### config.mk
export PLATFORM = sky130hd
export DESIGN_NAME = qed_sync_monitor
export DESIGN_NICKNAME = d
export VERILOG_FILES = /design/src/rtl/qed_pkg.sv /design/src/rtl/qed_lane_popcount.sv /design/src/rtl/qed_sync_monitor.sv
export SDC_FILE = /design/constraint.sdc
export NUM_CORES = 1
export LEC_CHECK = 0
export ABC_CLOCK_PERIOD_IN_PS = 5440
export CAP_MARGIN = 20
export CELL_PAD_IN_SITES_DETAIL_PLACEMENT = 1
export CELL_PAD_IN_SITES_GLOBAL_PLACEMENT = 1
export CORE_MARGIN = 3
export CORE_UTILIZATION = 44
export CTS_BUF_LIST = sky130_fd_sc_hd__clkbuf_8
export CTS_CLUSTER_SIZE = 12
export DETAILED_ROUTE_END_ITERATION = 10
export PLACE_DENSITY = 0.92
export REMOVE_ABC_BUFFERS = 1
export SYNTH_ARGS = -nofsm -noshare
export SYNTH_HDL_FRONTEND = slang
export SYNTH_HIERARCHICAL = 1
export SYNTH_SLANG_ARGS = --single-unit
### constraint.sdc
create_clock -name clk -period 5.44 [get_ports clk]
set_input_delay 0.544 -clock clk [delete_from_list [all_inputs] [get_ports clk]]
set_output_delay 0.544 -clock clk [all_outputs]
set_load 0.01 [all_outputs]
### src/rtl/qed_pkg.sv
// Shared types and constants for the QED commit-consistency monitor.
package qed_pkg;

    typedef enum logic [1:0] {
        INIT  = 2'd0,
        RUN   = 2'd1,
        ERROR = 2'd2
    } qed_mon_state_t;

    localparam int ERR_DUP_AHEAD   = 0;
    localparam int ERR_SKEW_OVER   = 1;
    localparam int ERR_INIT_COMMIT = 2;

endpackage

### src/rtl/qed_lane_popcount.sv
// Combinational count of set bits across the commit lanes.
module qed_lane_popcount #(
    parameter int NUM_LANES = 1,
    parameter int CW        = $clog2(NUM_LANES + 1)
) (
    input  logic [NUM_LANES-1:0] bits,
    output logic [CW-1:0]        count
);

    always_comb begin
        count = '0;
        for (int i = 0; i < NUM_LANES; i++) begin
            count = count + CW'(bits[i]);
        end
    end

endmodule

### src/rtl/qed_sync_monitor.sv
// Tracks original/duplicate commit streams after a clean init phase and flags QED consistency.
// commit_valid is a one-way strobe: there is no ready, every set lane is sampled on its edge.
module qed_sync_monitor
    import qed_pkg::*;
#(
    parameter int CNT_W       = 16,
    parameter int NUM_LANES   = 1,
    parameter int INIT_CYCLES = 4,
    parameter int MAX_SKEW    = 32
) (
    input  logic                 clk,
    input  logic                 resetn,
    input  logic [NUM_LANES-1:0] commit_valid,
    input  logic [NUM_LANES-1:0] commit_is_dup,
    input  logic                 flush,
    output logic                 init_hold,
    output logic [CNT_W-1:0]     num_orig,
    output logic [CNT_W-1:0]     num_dup,
    output logic                 qed_ready,
    output logic                 sat,
    output logic [2:0]           err,
    output logic [1:0]           dbg_state
);

    localparam int PW = $clog2(NUM_LANES + 1);
    localparam int IW = (INIT_CYCLES > 1) ? $clog2(INIT_CYCLES) : 1;
    localparam logic [IW-1:0] INIT_LAST = IW'(INIT_CYCLES - 1);
    localparam logic [63:0]   SKEW_LIM  = 64'(MAX_SKEW);

    qed_mon_state_t   state_q, state_d;
    logic [IW-1:0]    init_q, init_d;
    logic [CNT_W-1:0] orig_q, orig_d, dup_q, dup_d;
    logic             sat_q, sat_d;
    logic [2:0]       err_q, err_d;

    logic [NUM_LANES-1:0] orig_mask, dup_mask;
    logic [PW-1:0]        pc_orig, pc_dup;
    logic [CNT_W:0]       sum_orig, sum_dup;
    logic [CNT_W-1:0]     new_orig, new_dup, skew;

    assign orig_mask = commit_valid & ~commit_is_dup;
    assign dup_mask  = commit_valid & commit_is_dup;

    qed_lane_popcount #(.NUM_LANES(NUM_LANES), .CW(PW)) u_pc_orig (
        .bits  (orig_mask),
        .count (pc_orig)
    );

    qed_lane_popcount #(.NUM_LANES(NUM_LANES), .CW(PW)) u_pc_dup (
        .bits  (dup_mask),
        .count (pc_dup)
    );

    // Carry out of the widened sum means the counter would wrap; clamp instead.
    always_comb begin
        sum_orig = {1'b0, orig_q} + (CNT_W + 1)'(pc_orig);
        sum_dup  = {1'b0, dup_q} + (CNT_W + 1)'(pc_dup);
        new_orig = sum_orig[CNT_W] ? '1 : sum_orig[CNT_W-1:0];
        new_dup  = sum_dup[CNT_W] ? '1 : sum_dup[CNT_W-1:0];
        skew     = new_orig - new_dup;
    end

    always_comb begin
        state_d = state_q;
        init_d  = init_q;
        orig_d  = orig_q;
        dup_d   = dup_q;
        sat_d   = sat_q;
        err_d   = err_q;
        if (flush) begin
            state_d = INIT;
            init_d  = '0;
            orig_d  = '0;
            dup_d   = '0;
            sat_d   = 1'b0;
            err_d   = '0;
        end else begin
            case (state_q)
                INIT: begin
                    if (|commit_valid) begin
                        err_d[ERR_INIT_COMMIT] = 1'b1;
                        state_d                = ERROR;
                    end else if (init_q == INIT_LAST) begin
                        state_d = RUN;
                    end else begin
                        init_d = init_q + IW'(1);
                    end
                end
                RUN: begin
                    orig_d = new_orig;
                    dup_d  = new_dup;
                    if (sum_orig[CNT_W] || sum_dup[CNT_W]) sat_d = 1'b1;
                    // Checks use the post-update values so a same-cycle orig/dup pair is legal.
                    if (new_dup > new_orig) begin
                        err_d[ERR_DUP_AHEAD] = 1'b1;
                        state_d              = ERROR;
                    end else if (64'(skew) > SKEW_LIM) begin
                        err_d[ERR_SKEW_OVER] = 1'b1;
                        state_d              = ERROR;
                    end
                end
                ERROR: begin
                    state_d = ERROR;
                end
                default: begin
                    state_d = INIT;
                end
            endcase
        end
    end

    always_ff @(posedge clk or negedge resetn) begin
        if (!resetn) begin
            state_q <= INIT;
            init_q  <= '0;
            orig_q  <= '0;
            dup_q   <= '0;
            sat_q   <= 1'b0;
            err_q   <= '0;
        end else begin
            state_q <= state_d;
            init_q  <= init_d;
            orig_q  <= orig_d;
            dup_q   <= dup_d;
            sat_q   <= sat_d;
            err_q   <= err_d;
        end
    end

    assign init_hold = (state_q == INIT);
    assign num_orig  = orig_q;
    assign num_dup   = dup_q;
    assign sat       = sat_q;
    assign err       = err_q;
    assign dbg_state = state_q;
    assign qed_ready = (state_q == RUN) && (orig_q == dup_q) && (orig_q != '0) && !sat_q;

endmodule

; ---- Yosys cells after proc, flatten, opt, wreduce, memory -nomap -nowiden
; Index checks and enable logic that the tools add are counted.
[word_totals]
regBits = 40
[classes]
add_sub_neg = 4
magnitude_cmp = 2
eq_ne = 9
n_mux = 26
n_bitwise = 3
reduce_logical = 19
[ops]
columns = cell, n
row1 = 2-to-1 mux 16 bit, 6
row2 = adder 16 x 1 -> 17 bit, 2
row3 = 2-to-1 mux 2 bit, 10
row4 = equality test 16 bit, 1
row5 = greater-than comparator 16 bit, 1
row6 = "greater-than comparator 16 x 6 -> 1 bit, second input constant", 1
row7 = nonzero test 16 bit, 1
row8 = subtractor 16 bit, 1
row9 = nonzero test 2 bit, 6
row10 = 2-to-1 mux 1 bit, 8
row11 = AND reduction 2 bit, 4
row12 = one-hot mux 2 bit (3 select lines), 1
row13 = AND reduction 3 bit, 2
row14 = "equality test 2 bit, second input constant", 2
row15 = "!= test 2 bit, second input constant", 2
row16 = "!= test 4 x 3 -> 1 bit, second input constant", 1
row17 = "!= test 4 bit, second input constant", 1
row18 = logical AND 1 bit, 3
row19 = 2-to-1 mux 3 bit, 1
row20 = "adder 2 x 1 -> 2 bit, second input constant", 1
row21 = bitwise AND 1 bit, 2
row22 = "equality test 2 x 1 -> 1 bit, second input constant", 1
row23 = zero test 2 bit, 1
row24 = "!= test 2 x 1 -> 1 bit, second input constant", 1
row25 = 3 further kinds, 3

; ---- Logic depth before layout (Yosys ltp)
; Gate-level depths: netlist of run 1.
[depth]
depth_word = 10
ltp_mapped = 24
depth_no_buf = 22

; ---- Modules after synthesis
; The synthesis of run 1 kept the hierarchy.
[by_module_without_submodules]
columns = mod, instances, cells_each, area_per_inst_um2, seq_area_each_um2
row1 = qed_sync_monitor, 1, 495, 3866.2, 1001.0
row2 = qed_lane_popcount, 2, 1, 7.5, 0.0

; ---- Worst setup path after synthesis of run 1
; No wires, ideal clock.
[synth_path]
kind = input -> register
start = input commit_is_dup
end = register err_q[1] (netlist: err[1])
arrival_ns = 4.632
t_required_ns = 5.316
setup_slack_ns = 0.684
path_stages = 23
path_cell_list = and2_1 > buf_4 > ha_1 > ha_1 > nand3_1 > nor2_1 > nand3_1 > nor3_1 > clkbuf_1 > nor2_1 > inv_1 > ha_1 > inv_1 > fa_1 > a21o_1 > a21o_1 > and2_1 > o211a_1 > nor3_1 > o21ai_0 > a2111oi_4 > nand4_1 > o31a_1
[synth_via]
word_cells_on_any_way = 13
classes_between = add/sub: 3 / order compare: 2 / eq/ne: 1 / mux: 2 / bitwise: 3 / reduce/logical: 2
[synth_rtl]
columns = element, line
row1 = "start, declared", qed_sync_monitor.sv:14  ; input logic [NUM_LANES-1:0] commit_is_dup,
row2 = bitwise AND 1 bit (*), qed_sync_monitor.sv:42  ; assign dup_mask = commit_valid & commit_is_dup;
row3 = via pc_dup, qed_sync_monitor.sv:37  ; logic [PW-1:0] pc_orig, pc_dup;
row4 = adder 16 x 1 -> 17 bit (*), qed_sync_monitor.sv:57  ; sum_dup = {1'b0, dup_q} + (CNT_W + 1)'(pc_dup);
row5 = 2-to-1 mux 16 bit (*), qed_sync_monitor.sv:59  ; new_dup = sum_dup[CNT_W] ? '1 : sum_dup[CNT_W-1:0];
row6 = subtractor 16 bit, qed_sync_monitor.sv:60  ; skew = new_orig - new_dup;
row7 = greater-than comparator 16 x 6 -> 1 bit, qed_sync_monitor.sv:97  ; end else if (64'(skew) > SKEW_LIM) begin
row8 = nonzero test 2 bit (no line), -
row9 = AND reduction 3 bit (no line) (*), -
row10 = "end signal, assigned", qed_sync_monitor.sv:126  ; err_q <= err_d;
row11 = "end, declared", qed_sync_monitor.sv:34  ; logic [2:0] err_q, err_d;
; The timed path passes the listed nets; every way through them passes the cells marked *.
; A chain may end at the register's enable or synchronous reset.

; ---- Final worst setup path of run 1
[layout_path]
start = input commit_valid
end = register state_q[0] (netlist: dbg_state[0])
[layout_via]
elab_chain_len = 7
word_cells_on_any_way = 16
classes_between = add/sub: 3 / order compare: 2 / eq/ne: 2 / mux: 6 / bitwise: 2 / reduce/logical: 1
[layout_rtl]
columns = element, line
row1 = "start, declared", qed_sync_monitor.sv:13  ; input logic [NUM_LANES-1:0] commit_valid,
row2 = bitwise AND 1 bit (*), qed_sync_monitor.sv:42
row3 = via dup_mask, qed_sync_monitor.sv:36  ; logic [NUM_LANES-1:0] orig_mask, dup_mask;
row4 = adder 16 x 1 -> 17 bit (*), qed_sync_monitor.sv:57
row5 = 2-to-1 mux 16 bit (*), qed_sync_monitor.sv:59
row6 = subtractor 16 bit or greater-than comparator 16 bit (tied branches), "qed_sync_monitor.sv:60, qed_sync_monitor.sv:94"
row7 = greater-than comparator 16 x 6 -> 1 bit or 2-to-1 mux 2 bit (tied branches), "qed_sync_monitor.sv:97, qed_sync_monitor.sv:94"
row8 = != test 4 bit (no line) or one-hot mux 2 bit (3 select lines) (tied branches), -
row9 = AND reduction 2 bit (no line) or 2-to-1 mux 2 bit (tied branches), -
row10 = "end signal, assigned", qed_sync_monitor.sv:121  ; state_q <= state_d;
row11 = "end, declared", qed_sync_monitor.sv:30  ; qed_mon_state_t state_q, state_d;
; Marked as above.

==> results of run 1 <==
cells in the mapped netlist, types with 3 or more instances:
cell | number | area share [%]
nor2_1 | 67 | 6.5
dfrtp_1 | 40 | 26
clkbuf_1 | 32 | 3.1
o21ai_0 | 32 | 4.1
nand2_1 | 31 | 3.0
xnor2_1 | 24 | 5.4
a21oi_1 | 23 | 3.0
ha_1 | 23 | 7.4
a211oi_1 | 19 | 3.7
inv_1 | 17 | 1.6
nand3_1 | 15 | 1.9
nand4_1 | 15 | 2.4
nor3_1 | 15 | 1.9
xor2_1 | 10 | 2.3
a21o_1 | 9 | 1.7
nor4_1 | 9 | 1.5
a311oi_1 | 8 | 1.8
o211ai_1 | 7 | 1.4
and2_1 | 6 | 0.97
buf_2 | 6 | 0.77
and3_1 | 5 | 0.81
mux2i_1 | 5 | 1.3
o21a_1 | 5 | 0.97
or2_2 | 5 | 0.81
a211o_1 | 4 | 0.90
a31oi_1 | 4 | 0.64
nand2b_1 | 4 | 0.64
nor2b_1 | 4 | 0.64
mux2_2 | 3 | 0.87
nand3b_1 | 3 | 0.58
o21bai_1 | 3 | 0.58
how the worst min path moves through the flow:
stage | start | end | slack [ns] | cells after the start
finish | resetn | num_orig[12] | 0.38 | 1
global route | resetn | num_orig[12] | 0.45 | 1
CTS | resetn | num_orig[12] | 0.41 | 1
detailed placement | err[2] | err[2] | 0.51 | 2
global placement | err[2] | err[2] | 0.49 | 2
floorplan | resetn | dbg_state[0] | 0.25 | 0
flip-flops by register name, summed over array words and instances, names as in the netlist:
register	cells
num_orig	16
err	3
sat	1
init_q	2
num_dup	16
dbg_state	2
layout by cell type, fill, tap and decap left out, types with 17 or more instances in the layout:
cell type         n
ha_1             21
inv_1            17
xnor2_1          24
o21ai_0          32
clkdlybuf4s50_1  43
a21oi_1          23
a211oi_1         19
dfrtp_1          40
nand2_1          31
nor2_1           66
area by class of cell:
cell class	instances	area, µm²
Multi-Input combinational cell	399	2670
Clock inverter	3	42.5
Clock buffer	5	68.8
Timing Repair Buffer	58	541
Inverter	17	63.8
Fill cell	1004	3870
Sequential cell	40	1000
Tap cell	105	131
cell families after synthesis:
group | count (synthesis) | synth area share, %
AND/OR/NAND/NOR | 191 | 24.4
AO/OA/AOI/OAI | 140 | 25.4
buffers and inverters | 58 | 6.00
flip-flops | 40 | 25.8
XOR/XNOR | 35 | 8.09
adder cells (fa/ha/maj) | 25 | 8.19
multiplexers | 8 | 2.16
what timing repair did:
action / in CTS / in global routing
setup endpoints to repair: 0 / 3
setup buffers: 0 / 0
hold buffers: 0 / 0
resized for setup: 0 / 4
metal layers:
| layer | track usage, % | wire [µm] |
|---|---|---|
| met1 | 38.2 | 5790 |
| met2 | 48.7 | 6890 |
| met3 | 3.41 | 742 |
| met4 | 12.4 | 561 |
| met5 | 0 | 0 |
power by group through the flow:
stage	sequential, µW	clock [µW]	combinational (µW)
3_5_place_dp	313	0	120
6_report	308	257	122
2_1_floorplan	313	0	75.0
3_3_place_gp	313	0	114
4_1_cts	307	257	121
5_1_grt	308	270	135
through the flow:
stage / TNS (ns) / area (µm²)
floorplan: 0 / 3710
global placement: 0 / 4390
detailed placement: -0.146 / 4390
CTS: 0 / 4500
global route: -0.136 / 4510
finish: 0 / 4510
==> metrics.csv, run 1 <==
stage,metric,value,unit
status,status,finished clean,
detailed_routing,antenna_left,0,
clock_tree,clock_latency,0.30,ns
clock_tree,cts_buffer_depth,2,
setup_path,cp_max_fo,5,
global_routing,grt_remaining_overflow,0,
power,power.switching,198,µW
floorplanning,initial_core_util,46.3,%
power,leakagePower,0.00188,µW
sta,tightestPinTransition,1.03,ns
detailed_routing,routed_wl,14.0,mm
floorplanning,die_y,99.9,µm
detailed_routing,via_per_inst,6.63,
setup_path,worst-setup-path-type,in2reg,
final_layout,layout-drive-gt1-share,9.00,%
floorplanning,dieWidth,99.9,µm
setup_path,cp_slowest_cell,clkdlybuf4s50_1,
global_routing,first_global_vias,4381,
clock_tree,cts_tree,yes,
final_layout,final_core_util,53.8,%
floorplanning,num_io_pins,45,
setup_path,max_stage_delay,0.56,ns
global_routing,grtUsageTotal,29.2,%
yosys,avgSynthCellArea,7.81,µm²
setup_path,ff2ff_path_depth,21,
setup_path,cp.required,5.67,ns
yosys,ys_seq_elements,40,
setup_path,r2r-end,dbg_state[0],
setup_path,critical_path.top_delay_family,compound AO/OA/AOI/OAI gates,
sta,post-route-period-util,95.5,%
detailed_routing,first_pass_iters,5,
global_routing,grt_max_degree,61,
sta,relSlewSlack,31.2,%
setup_path,cp_common_cell,ha_1,
min_path,hold_path.class,in2async,
placement,placed_cells,619,
global_routing,grt_pass1_wl,23.4,mm
setup_path,endpoint,dbg_state[0],
placement,gp_congestion,0.926,
yosys,synthArstFlopShare,100,%
power,combPwrFrac,17.8,%
setup_path,startpoint_type,input pin,
floorplanning,rows,33,
sta,period_minus_slack,5.20,ns
power,power.density,152,nW/µm²
power,intPower,489,µW
detailed_routing,drc_errors,0,
setup_path,cp-end-kind,flop,
setup_path,cp-startpoint,commit_valid,
clock_tree,path_clk_slew,0.09,ns
yosys,seq_area_frac_synth,25.8,%
power,switching_share,28.8,%
sta,final_hold_viol_count,0,
sta,max_freq,0.192,GHz
setup_path,cp.depth,23,
setup_path,r2r_setup_slack,0.75,ns
floorplanning,die_area,9980,µm²
power,power,687,µW
setup_path,worst-path-buf-inv,3,
yosys,ys_warn_count,6,
yosys,netlist_instances,497,
final_layout,area_growth,16.3,%
placement,portBuffers,44,
placement,place_hpwl,10.3,mm
detailed_routing,vias,4160,
yosys,yosys_most_used_dff,dfrtp_1,
setup_path,r2r_start,num_dup[0],
clock_tree,cts_root_buf,clkbuf_8,
power,vdd_drop_max,0.0853,mV
global_routing,antenna_found_initial,0,
clock_tree,cts_max_level,2,
power,p_clk_share,37.4,%
setup_path,critPathArrivalTime,5.43,ns
sta,slew_viol_final,0,
sta,fin_ws,0.243,ns
final_layout,stdcell_count,627,
yosys,synth_area,3880,µm²
detailed_routing,wl_per_cell,22.3,µm
yosys,synth.distinct_cells,64,
sta,setup_viol,0,
placement,dp_slack,-0.0756,ns
setup_path,worstPathCellList,clkdlybuf4s50_1 -> and2_1 -> ha_1 -> ha_1 -> nand3_1 -> nor2_2 -> nand3_1 -> nor3_2 -> nor2_1 -> inv_1 -> ha_1 -> inv_1 -> fa_1 -> a21o_1 -> a21o_1 -> and2_1 -> o211a_1 -> a221oi_1 -> o21ai_0 -> a22o_1 -> nand3b_1 -> o21ai_0 -> a21oi_1,
detailed_routing,drt_iter0_markers,285,
sta,fin_skew,0.00841,ns
clock_tree,cts_buffers,5,
yosys,synth_edf_count,0,
floorplanning,core,8380,µm²
final_layout,antenna_cells,0,
clock_tree,cts_num_sinks,40,
job,cap_violations,0,
power,power.share.sequential,44.8,%
final_layout,layout.nets,550,
sta,fin_hold_ws,0.375,ns
Note: power is estimated with default switching activity, not from simulation.
==> inputs of run 2 (changes only) <==
--- a/config.mk
+++ b/config.mk
@@ -14,6 +14,7 @@
 export CTS_BUF_LIST = sky130_fd_sc_hd__clkbuf_8
 export CTS_CLUSTER_SIZE = 12
 export DETAILED_ROUTE_END_ITERATION = 10
+export GPL_ROUTABILITY_DRIVEN = 1
 export PLACE_DENSITY = 0.92
 export REMOVE_ABC_BUFFERS = 1
 export SYNTH_ARGS = -nofsm -noshare
==> results of run 2 <==
The final DEF is identical to that of run 1; final timing and power are the same.
==> inputs of run 3 (changes only) <==
--- a/config.mk
+++ b/config.mk
@@ -15,6 +15,7 @@
 export CTS_CLUSTER_SIZE = 12
 export DETAILED_ROUTE_END_ITERATION = 10
 export GPL_ROUTABILITY_DRIVEN = 1
+export HOLD_SLACK_MARGIN = 0.05
 export PLACE_DENSITY = 0.92
 export REMOVE_ABC_BUFFERS = 1
 export SYNTH_ARGS = -nofsm -noshare
==> results of run 3 <==
The final DEF is identical to that of run 1; final timing and power are the same.
